File: config.mk
export PLATFORM = sky130hd
export DESIGN_NAME = exec_div_iter_flat
export DESIGN_NICKNAME = d
export VERILOG_FILES = /design/src/rtl/exec_div_iter_pkg.sv /design/src/rtl/exec_div_iter_if.sv /design/src/rtl/exec_div_iter_clz.sv /design/src/rtl/exec_div_iter.sv /design/src/flat_wrapper.sv
export SDC_FILE = /design/constraint.sdc
export NUM_CORES = 1
export LEC_CHECK = 0
export BUFFER_PORTS_ARGS = -buffer_cell sky130_fd_sc_hd__buf_2
export CAP_MARGIN = 25
export CORE_MARGIN = 8
export CORE_UTILIZATION = 47
export DETAILED_ROUTE_END_ITERATION = 10
export PLACE_DENSITY = 0.66
export SYNTH_ARGS = -nofsm -noshare
export SYNTH_HDL_FRONTEND = slang
export SYNTH_SLANG_ARGS = --single-unit
File: constraint.sdc
create_clock -name clk -period 8.77 [get_ports clk]
set_input_delay 0.4385 -clock clk [delete_from_list [all_inputs] [get_ports clk]]
set_output_delay 0.4385 -clock clk [all_outputs]
set_load 0.01 [all_outputs]
File: src/rtl/exec_div_iter_pkg.sv
// -----------------------------------------------------------------------------
// exec_pkg -- shared types and sizing helpers for the iterative divider.
//
// Contents:
//   div_state_t    : divider FSM states (IDLE, RUN, DONE)
//   div_cnt_w()    : iteration-counter width for a given operand width
//   DIV_CNT_W      : counter width for the default 64-bit datapath
// -----------------------------------------------------------------------------
package exec_pkg;

    typedef enum logic [1:0] {
        IDLE = 2'd0,
        RUN  = 2'd1,
        DONE = 2'd2
    } div_state_t;

    localparam int DIV_XLEN_DEFAULT = 64;

    // The counter must hold XLEN itself (loaded at start), hence XLEN+1.
    function automatic int div_cnt_w(input int xlen);
        return $clog2(xlen + 1);
    endfunction

    localparam int DIV_CNT_W = div_cnt_w(DIV_XLEN_DEFAULT);

endpackage

File: src/rtl/exec_div_iter_if.sv
// -----------------------------------------------------------------------------
// exec_div_iter_if -- divide handshake between the integer unit and the
// iterative divider.
//
//   a_in, b_in    : unsigned dividend / divisor, sampled with input_valid
//   do_rem        : 0 = return quotient, 1 = return quotient * divisor
//   input_valid   : one-cycle start strobe
//   q_out         : registered result
//   output_valid  : one-cycle result strobe
//   busy          : divider is iterating
//
// master = integer unit (issues), slave = divider.
// -----------------------------------------------------------------------------
interface exec_div_iter_if #(
    parameter int XLEN = 64
) ();
    logic [XLEN-1:0] a_in;
    logic [XLEN-1:0] b_in;
    logic            do_rem;
    logic            input_valid;
    logic [XLEN-1:0] q_out;
    logic            output_valid;
    logic            busy;

    modport master (
        output a_in, b_in, do_rem, input_valid,
        input  q_out, output_valid, busy
    );

    modport slave (
        input  a_in, b_in, do_rem, input_valid,
        output q_out, output_valid, busy
    );
endinterface

File: src/rtl/exec_div_iter_clz.sv
// -----------------------------------------------------------------------------
// div_clz -- combinational leading-zero counter used by the early-out load.
//
//   a_in   : XLEN-bit value
//   lz_out : number of leading zeros; XLEN when a_in is zero
//
// Only instantiated when DIV_EARLY_OUT_EN is defined.
// -----------------------------------------------------------------------------
module div_clz #(
    parameter int XLEN  = 64,
    parameter int CNT_W = 7
) (
    input  logic [XLEN-1:0]  a_in,
    output logic [CNT_W-1:0] lz_out
);
    // Scan from LSB upward so the highest set bit wins.
    always_comb begin
        lz_out = CNT_W'(XLEN);
        for (int i = 0; i < XLEN; i++) begin
            if (a_in[i]) begin
                lz_out = CNT_W'(XLEN - 1 - i);
            end
        end
    end
endmodule

File: src/rtl/exec_div_iter.sv
// -----------------------------------------------------------------------------
// exec_div_iter -- iterative radix-2 restoring unsigned divider.
//
// Ports:
//   clk     : clock, all state on rising edge
//   rst_n   : asynchronous active-low reset
//   div_if  : exec_div_iter_if.slave (a_in, b_in, do_rem, input_valid,
//             q_out, output_valid, busy)
//
// One quotient bit per cycle. The result is either the quotient or
// (a - remainder) = quotient * divisor; the caller derives the remainder as
// a - q_out. Signs, divide-by-zero and overflow are handled by the caller.
//
// Build option: DIV_EARLY_OUT_EN -- skip the dividend's leading zeros so the
// iteration count becomes max(1, XLEN - clz(a)).
// -----------------------------------------------------------------------------
import exec_pkg::*;

module exec_div_iter #(
    parameter int XLEN = 64
) (
    input  logic          clk,
    input  logic          rst_n,
    exec_div_iter_if.slave div_if
);
    localparam int CNT_W = div_cnt_w(XLEN);

    div_state_t       state_q, state_d;
    logic [XLEN-1:0]  rem_q, rem_d;
    logic [XLEN-1:0]  quo_q, quo_d;
    logic [XLEN-1:0]  div_q, div_d;
    logic [XLEN-1:0]  a_buf_q, a_buf_d;
    logic [CNT_W-1:0] cnt_q, cnt_d;
    logic [XLEN-1:0]  q_out_q, q_out_d;
    logic             output_valid_q, output_valid_d;
    logic             busy_q, busy_d;

    logic [XLEN:0]    step_diff;
    logic [XLEN-1:0]  rem_step;
    logic [XLEN-1:0]  quo_step;
    logic [XLEN-1:0]  load_quo;
    logic [CNT_W-1:0] load_cnt;

`ifdef DIV_EARLY_OUT_EN
    logic [CNT_W-1:0] lz;

    div_clz #(
        .XLEN  (XLEN),
        .CNT_W (CNT_W)
    ) u_clz (
        .a_in   (div_if.a_in),
        .lz_out (lz)
    );

    // Leading zeros of the dividend only ever produce 0 quotient bits and
    // leave the partial remainder at 0, so they are shifted out up front.
    assign load_quo = div_if.a_in << lz;
    assign load_cnt = (lz == CNT_W'(XLEN)) ? CNT_W'(1) : (CNT_W'(XLEN) - lz);
`else
    assign load_quo = div_if.a_in;
    assign load_cnt = CNT_W'(XLEN);
`endif

    // Trial subtraction; the borrow bit decides restore vs. keep.
    always_comb begin
        step_diff = {rem_q, quo_q[XLEN-1]} - {1'b0, div_q};
        if (!step_diff[XLEN]) begin
            rem_step = step_diff[XLEN-1:0];
            quo_step = {quo_q[XLEN-2:0], 1'b1};
        end else begin
            rem_step = {rem_q[XLEN-2:0], quo_q[XLEN-1]};
            quo_step = {quo_q[XLEN-2:0], 1'b0};
        end
    end

    always_comb begin
        state_d        = state_q;
        rem_d          = rem_q;
        quo_d          = quo_q;
        div_d          = div_q;
        a_buf_d        = a_buf_q;
        cnt_d          = cnt_q;
        q_out_d        = q_out_q;
        output_valid_d = 1'b0;

        case (state_q)
            IDLE, DONE: begin
                if (div_if.input_valid) begin
                    state_d = RUN;
                    rem_d   = '0;
                    quo_d   = load_quo;
                    div_d   = div_if.b_in;
                    a_buf_d = div_if.a_in;
                    cnt_d   = load_cnt;
                end else begin
                    state_d = IDLE;
                end
            end
            RUN: begin
                rem_d = rem_step;
                quo_d = quo_step;
                cnt_d = cnt_q - CNT_W'(1);
                if (cnt_q == CNT_W'(1)) begin
                    // Result comes from this final step's values, not the
                    // registered ones, so it is ready on the DONE-entry edge.
                    state_d        = DONE;
                    output_valid_d = 1'b1;
                    q_out_d        = div_if.do_rem ? (a_buf_q - rem_step) : quo_step;
                end
            end
            default: state_d = IDLE;
        endcase

        busy_d = (state_d == RUN);
    end

    always_ff @(posedge clk or negedge rst_n) begin
        if (!rst_n) begin
            state_q        <= IDLE;
            rem_q          <= '0;
            quo_q          <= '0;
            div_q          <= '0;
            a_buf_q        <= '0;
            cnt_q          <= '0;
            q_out_q        <= '0;
            output_valid_q <= 1'b0;
            busy_q         <= 1'b0;
        end else begin
            state_q        <= state_d;
            rem_q          <= rem_d;
            quo_q          <= quo_d;
            div_q          <= div_d;
            a_buf_q        <= a_buf_d;
            cnt_q          <= cnt_d;
            q_out_q        <= q_out_d;
            output_valid_q <= output_valid_d;
            busy_q         <= busy_d;
        end
    end

    assign div_if.q_out        = q_out_q;
    assign div_if.output_valid = output_valid_q;
    assign div_if.busy         = busy_q;

endmodule
File: src/flat_wrapper.sv
// flat-port wrapper written by rule: the top's interface ports become plain ports
module exec_div_iter_flat 
#(
    parameter int XLEN = 64
)
  (clk, rst_n, div_if_a_in, div_if_b_in, div_if_do_rem, div_if_input_valid, div_if_q_out, div_if_output_valid, div_if_busy);
  exec_div_iter_if #(.XLEN(XLEN)) div_if_i ();
  input  logic clk;
  input  logic rst_n;
  input wire logic [$bits(div_if_i.a_in)-1:0] div_if_a_in;
  input wire logic [$bits(div_if_i.b_in)-1:0] div_if_b_in;
  input wire logic [$bits(div_if_i.do_rem)-1:0] div_if_do_rem;
  input wire logic [$bits(div_if_i.input_valid)-1:0] div_if_input_valid;
  output wire logic [$bits(div_if_i.q_out)-1:0] div_if_q_out;
  output wire logic [$bits(div_if_i.output_valid)-1:0] div_if_output_valid;
  output wire logic [$bits(div_if_i.busy)-1:0] div_if_busy;
  assign div_if_i.a_in = div_if_a_in;
  assign div_if_i.b_in = div_if_b_in;
  assign div_if_i.do_rem = div_if_do_rem;
  assign div_if_i.input_valid = div_if_input_valid;
  assign div_if_q_out = div_if_i.q_out;
  assign div_if_output_valid = div_if_i.output_valid;
  assign div_if_busy = div_if_i.busy;
  exec_div_iter #(.XLEN(XLEN)) u_core (.clk(clk), .rst_n(rst_n), .div_if(div_if_i));
endmodule
==> metrics.md, run 1 <==
| Metric | Value |
|---|---|
| Final WL | `64.5 mm` |
| Buffers on Ports | `slightly below 200` |
| Power share of the clock group | `between 10% and 20%` |
| First-pass GRT wire length | `~100 mm` |
| All-Layer GR Usage | `between 20% and 30%` |
| Required @ worst endpoint | `around 9 ns` |
| Commonest register cell after synthesis | `dfrtp_1` |
| Largest net degree at the start of global routing | `roughly 160` |
| CTS resizes | `0` |
| Avg Cell Area, Syn | `~8.4 µm²` |
| CP peak stage delay | `approximately 0.57 ns` |
| Skew final | `~0.018 ns` |
| Filler cells | `approximately 4200` |
| RSZ-0062 raised after global routing | `no` |
| Switching pwr | `a little under 0.005 W` |
| Int Pwr | `0.00512 W` |
| Post-synthesis cell type count | `between 60 and 70` |
| Total grt overflow | `0` |
| DRC Markers | `0` |
| DR pass1 iterations | `5` |
| Nets | `2902` |
| CP arrival | `between 7 and 8 ns` |
| Slowest cell on the critical path | `a311oi_1` |
| CP startpoint kind | `flip-flop` |
| Netlist Area Pre-Place | `between 0.02 and 0.025 mm²` |
| Leak Pwr | `between 10 and 15 nW` |
| Gate Count Post-Synth | `approximately 2500` |
| Via count | `18667` |
| Final-report hold violation count | `13` |
| Die Ht | `~230 µm` |
| Initial Utilization | `about 48%` |
| CTS tree | `yes` |
| CTS Buf Count | `37` |
| Final setup TNS | `0 ns` |
| Final std cells w/o fill | `around 3300` |
| Worst hold path type | `input port to async pin` |
| Sequential-to-total area share from yosys stat | `between 30 and 40%` |
| Slew headroom | `a little under a third` |
| Status | `complete, but fails checks` |
| Hold slack | `-0.0118 ns` |
| Mapped Nets | `2795` |
| DRT antenna net count | `0` |
| Area grow syn2layout | `11.6%` |
| Clock Path Buffers | `3` |
| Failing checks | `negative hold slack` |
| Via density | `~5.7` |
| Placed inst area | `0.0225 mm²` |
| Most Crowded Layer GR | `met1` |
| GPL Wtd Cong | `roughly 0.97` |
| Post-synth EDFFs | `0` |
| Async SR Flop Fraction | `between 90% and 100%` |
| GR Util met3 | `under 10%` |
| VDD IR-drop max | `a little over 0.2 mV` |
| Core Area | `approximately 0.044 mm²` |
| Hpwl dp | `48.4 mm` |
| WL/cell | `approximately 20 µm` |
| DIE AREA | `0.0521 mm²` |
| Comb pwr share | `64.2%` |
| Least-Margin Pin Slew | `about 1 ns` |
| Vias in the first global route | `18379` |
| Critical path buffers and inverters | `3` |
| Htree depth | `2` |
| Root buffer cell | `clkbuf_16` |
| Critical path endpoint category | `flip-flop` |
| Grt met2 use | `around a third` |
| Hold_buf cts | `0` |
| Tcrit/Tclk final | `84.1%` |
| Sw Share | `49.3%` |
| Placement Rows | `77` |
| F_max | `136 MHz` |
| DR iter-0 viols | `1404` |
| Ant diodes | `0` |
| Die W | `between 200 and 250 µm` |
| Postcts setup bufs | `0` |
| P per Cell Area | `427 mW/mm²` |
| Yosys warning count | `0` |
| CTS sink count | `between 300 and 400` |
| Critical path type | `flip-flop to flip-flop` |
| Slew Limit Fails | `0` |
| Final design instance area without fill | `~0.024 mm²` |
| Io pins | `roughly 200` |
| Sequential share of power | `around a fifth` |
| Layout cells sized above 1 | `10.6%` |
| Initial antenna violation count | `0` |
| Clock Latency Late Sink | `between 0.5 and 0.6 ns` |
| Grt met1 use | `between 30% and 40%` |
| Worst-path clk slew | `around 0.060 ns` |
| Synth Register Bits | `~330` |
| Min Tclk post-route | `7.38 ns` |
| Delay-heaviest family, CP | `compound AO/OA/AOI/OAI gates` |
| Final setup violating endpoints | `0` |
| Dpl cells | `3192` |
| Worst Path Max Fanout | `13` |
| Max-cap violations | `0` |
==> flip-flops by register name, indices dropped and copies added, names as in the netlist <==
name / count
u_core.cnt_q: 7
u_core.div_if.output_valid: 1
u_core.a_buf_q: 64
u_core.state_q: 2
u_core.div_if.busy: 1
u_core.rem_q: 64
u_core.quo_q: 64
u_core.div_q: 64
u_core.div_if.q_out: 64
==> worst register-to-register path: cells and delay by family, from the launching register on <==
kind	cells	cell delay [ns]
XOR/XNOR	1	0.18
buffers and inverters	3	0.19
AO/OA/AOI/OAI	16	4.20
AND/OR/NAND/NOR	5	0.93
adder cells (fa/ha/maj)	4	1.18
multiplexers	1	0.22
flip-flops	1	0.38
==> metal layers <==
metal	routed length [µm]	vias up
met1	31500	8980
met2	27000	558
met4	1800	0
met5	0	-
li1	-	9027
met3	4160	102
==> cell type report <==
cell class / instances / area (µm²) / share of cell area, %
Clock buffer: 47 / 983 / 4.17
Multi-Input combinational cell: 1948 / 11900 / 50.6
Inverter: 107 / 402 / 1.70
Tap cell: 592 / 741 / 3.14
Timing Repair Buffer: 214 / 1140 / 4.82
Sequential cell: 331 / 8280 / 35.1
Clock inverter: 13 / 124 / 0.525
==> power groups by stage <==
stage | registers, W | logic [W] | clock network, W
floorplan | 0.00204 | 0.00460 | 0
global placement | 0.00213 | 0.00631 | 0
detailed placement | 0.00214 | 0.00632 | 0
CTS | 0.00211 | 0.00636 | 0.00153
global route | 0.00216 | 0.00707 | 0.00158
finish | 0.00212 | 0.00647 | 0.00149
==> layout by cell type (no fill, tap or decap), types with 20 or more instances in the layout <==
master / n
nor2b_1: 21
xor2_1: 48
mux2i_1: 101
nand2_1: 578
o21ai_1: 20
ha_1: 129
a21oi_1: 160
a21o_1: 95
a31oi_1: 22
nor3_1: 24
o21ai_0: 266
nor2_1: 76
inv_1: 107
clkbuf_16: 37
o21bai_1: 26
xnor2_1: 72
dfrtp_1: 331
a22oi_1: 62
nand4_1: 37
buf_2: 195
nand3_1: 28
==> cell usage after synthesis (7+ instances only) <==
master | count | share of area [%]
a211oi_1 | 15 | 0.53
a21o_1 | 95 | 3.4
a21oi_1 | 160 | 3.8
a22oi_1 | 62 | 2.2
a31oi_1 | 22 | 0.65
and2_1 | 11 | 0.33
and3_1 | 11 | 0.33
and4_1 | 8 | 0.33
buf_1 | 7 | 0.12
clkbuf_1 | 130 | 2.3
dfrtp_1 | 331 | 39
ha_1 | 129 | 7.6
inv_1 | 107 | 1.9
mux2i_1 | 101 | 4.8
nand2_1 | 579 | 10
nand2b_1 | 17 | 0.50
nand3_1 | 28 | 0.66
nand4_1 | 37 | 1.1
nor2_1 | 77 | 1.4
nor2b_1 | 23 | 0.68
nor3_1 | 24 | 0.57
nor3b_1 | 15 | 0.53
nor4_1 | 8 | 0.24
o21a_1 | 12 | 0.43
o21ai_0 | 266 | 6.3
o21ai_1 | 20 | 0.47
o21bai_1 | 26 | 0.92
o31ai_1 | 11 | 0.39
or3_1 | 8 | 0.24
xnor2_1 | 72 | 3.0
xor2_1 | 48 | 2.0
==> cell families after synthesis <==
| group | after synthesis | share of synthesized area, % |
|---|---|---|
| simple gates | 857 | 17.5 |
| compound gates | 738 | 21.1 |
| flops | 331 | 39.1 |
| buf+inv | 253 | 4.61 |
| fa+ha+maj | 131 | 7.82 |
| xor+xnor | 120 | 4.97 |
| mux | 102 | 4.83 |
==> stage by stage <==
stage	util [%]	setup WS (ns)	total power, W
5_1_grt	53.3	0.602	0.0108
2_1_floorplan	-	2.56	0.00664
3_3_place_gp	50.8	1.71	0.00844
3_5_place_dp	50.8	1.49	0.00845
6_report	53.3	1.39	0.0101
4_1_cts	53.3	1.42	0.0100
==> final timing paths <==
check | endpoint | depth (start not counted) | startpoint | slack [ns]
min | u_core.div_if.q_out[18] | 1 | rst_n | -0.01
max in group asynchronous | u_core.div_q[49] | 2 | rst_n | 7.34
min reg2reg | u_core.div_if.q_out[13] | 2 | u_core.div_if.q_out[13] | 0.48
max | u_core.div_if.q_out[62] | 30 | u_core.quo_q[63] | 1.39
min in group clk | u_core.div_q[23] | 3 | div_if_b_in[23] | 0.09
max reg2reg | u_core.div_if.q_out[62] | 30 | u_core.quo_q[63] | 1.39
Power figures use the tool's default switching activity.
==> inputs of run 2 (changes only) <==
Clock period 8.77 ns to 7.42 ns, I/O delays scaled along.
==> metrics.md, run 2 (same netlist as run 1, synthesis figures left out) <==
| Metric | Value |
|---|---|
| Max-cap violations | `0` |
| Initial Utilization | `between 40% and 50%` |
| Io pins | `between 150 and 200` |
| Hpwl dp | `48.0 mm` |
| DRT antenna net count | `0` |
| Ant diodes | `0` |
| Buffers on Ports | `a little under 200` |
| Status | `finished clean` |
| Final setup violating endpoints | `0` |
| Nets | `~3000` |
| CTS tree | `yes` |
| Clock Latency Late Sink | `around 0.56 ns` |
| Slowest cell on the critical path | `o41ai_1` |
| Tcrit/Tclk final | `slightly above 90%` |
| Critical path endpoint category | `flip-flop` |
| Required @ worst endpoint | `7.82 ns` |
| F_max | `~140 MHz` |
| Final-report hold violation count | `0` |
| Area grow syn2layout | `15.1%` |
| Total grt overflow | `0` |
| Htree depth | `2` |
| Via count | `18832` |
| Most frequent cells in the layout | `nand2_1, dfrtp_1, o21ai_0, buf_2, a21oi_1` |
| Worst-path clk slew | `about 0.060 ns` |
| P per Cell Area | `501 mW/mm²` |
| Die Ht | `228 µm` |
| Worst reg-to-reg setup slack | `about 0.48 ns` |
| Root buffer cell | `clkbuf_16` |
| Min Tclk post-route | `6.94 ns` |
| CP peak stage delay | `~0.43 ns` |
| Placement Rows | `a little under 80` |
| CP startpoint kind | `flip-flop` |
| DRC Markers | `0` |
| CTS sink count | `about 330` |
| DIE AREA | `approximately 0.052 mm²` |
| GPL Wtd Cong | `0.931` |
| WL/cell | `between 15 and 20 µm` |
| Skew final | `0.0272 ns` |
| Final setup TNS | `0 ns` |
| Critical path type | `flip-flop to flip-flop` |
| Largest net degree at the start of global routing | `approximately 170` |
| DR pass1 iterations | `6` |
| CTS Buf Count | `38` |
| Die W | `about 230 µm` |
| Final WL | `64.1 mm` |
| Worst hold path type | `input port to flip-flop` |
| Filler cells | `around 4200` |
| Slew Limit Fails | `0` |
| DR iter-0 viols | `around 1400` |
| Final std cells w/o fill | `between 3000 and 4000` |
| Via density | `5.69` |
| Initial antenna violation count | `1` |
| VDD IR-drop max | `approximately 0.26 mV` |
| First-pass GRT wire length | `~100 mm` |
| Layout cells sized above 1 | `~11%` |
| Core Area | `around 0.044 mm²` |
| Least-Margin Pin Slew | `0.962 ns` |
| Leak Pwr | `about 12 nW` |
| Clock Path Buffers | `3` |
| CP arrival | `approximately 7.3 ns` |
| Postcts setup bufs | `0` |
| Layout Utilization | `between 50 and 60%` |
| Slew headroom | `a little over a third` |
| Worst Path Max Fanout | `7` |
| All-Layer GR Usage | `approximately 24%` |
| Commonest non-fill, non-tap cell in the layout | `nand2_1` |
| Dpl cells | `3196` |
| Vias in the first global route | `between 15000 and 20000` |
| RSZ-0062 raised after global routing | `no` |
-- run 2: per-layer routing --
layer  track usage, %  up-vias  share of wire, %
met5                0        -                 0
li1                 -     9137                 -
met3             3.88       90               7.0
met4             6.70        0               2.4
met1             36.0     9005                48
met2             35.3      600                42
-- run 2: cell type report --
class | count | area, µm² | share of cell area [%]
Sequential cell | 331 | 8280 | 34.0
Inverter | 107 | 402 | 1.65
Clock buffer | 55 | 1110 | 4.54
Multi-Input combinational cell | 1948 | 12000 | 49.2
Tap cell | 592 | 741 | 3.04
Timing Repair Buffer | 262 | 1650 | 6.78
Clock inverter | 12 | 193 | 0.791
-- run 2: stage by stage --
step	total power, W	setup slack [ns]	hold slack, ns	instance area (µm²)
4_1_cts	0.0121	0.0958	0.000251	24300
2_1_floorplan	0.00785	1.21	0.0754	21200
6_report	0.0122	0.483	0.0341	24400
3_5_place_dp	0.0100	0.165	0.344	22600
5_1_grt	0.0130	0.0326	0.0197	24400
3_3_place_gp	0.00998	0.365	0.345	22600
-- run 2: path summary, 6_finish.rpt --
| path | start | end | depth (start not counted) |
|---|---|---|---|
| worst max register to register | u_core.quo_q[63] | u_core.div_if.q_out[50] | 30 |
| max in group asynchronous | rst_n | u_core.a_buf_q[54] | 3 |
| worst min-delay path | div_if_b_in[46] | u_core.div_q[46] | 3 |
| worst max-delay path | u_core.quo_q[63] | u_core.div_if.q_out[50] | 30 |
| min in group asynchronous | rst_n | u_core.div_if.q_out[17] | 2 |
| worst min register to register | u_core.div_if.q_out[11] | u_core.div_if.q_out[11] | 2 |
-- run 2: where the power goes --
part | internal [W] | switching, W | total [W]
Clock | 0.00121 | 0.000757 | 0.00196
Combinational | 0.00293 | 0.00477 | 0.00770
Sequential | 0.00219 | 0.000337 | 0.00252
Total | 0.00633 | 0.00587 | 0.0122
-- run 2: worst max-delay path: cells and delay by family (launching register included) --
kind	cells	cell delay, ns
adders and majority gates	3	0.88
AOI/OAI and AO/OA	15	3.12
and+or+nand+nor	4	0.91
muxes	2	0.59
buffers and inverters	5	0.76
DFF	1	0.37
xor gates and xnor gates	1	0.15
-- run 2: repair_timing --
| action | in CTS | in global routing |
|---|---|---|
| hold buffers | 43 | 0 |
| resized for setup | 0 | 9 |
| endpoints found under the hold margin | 100 | 0 |
| setup endpoints to repair | 0 | 13 |
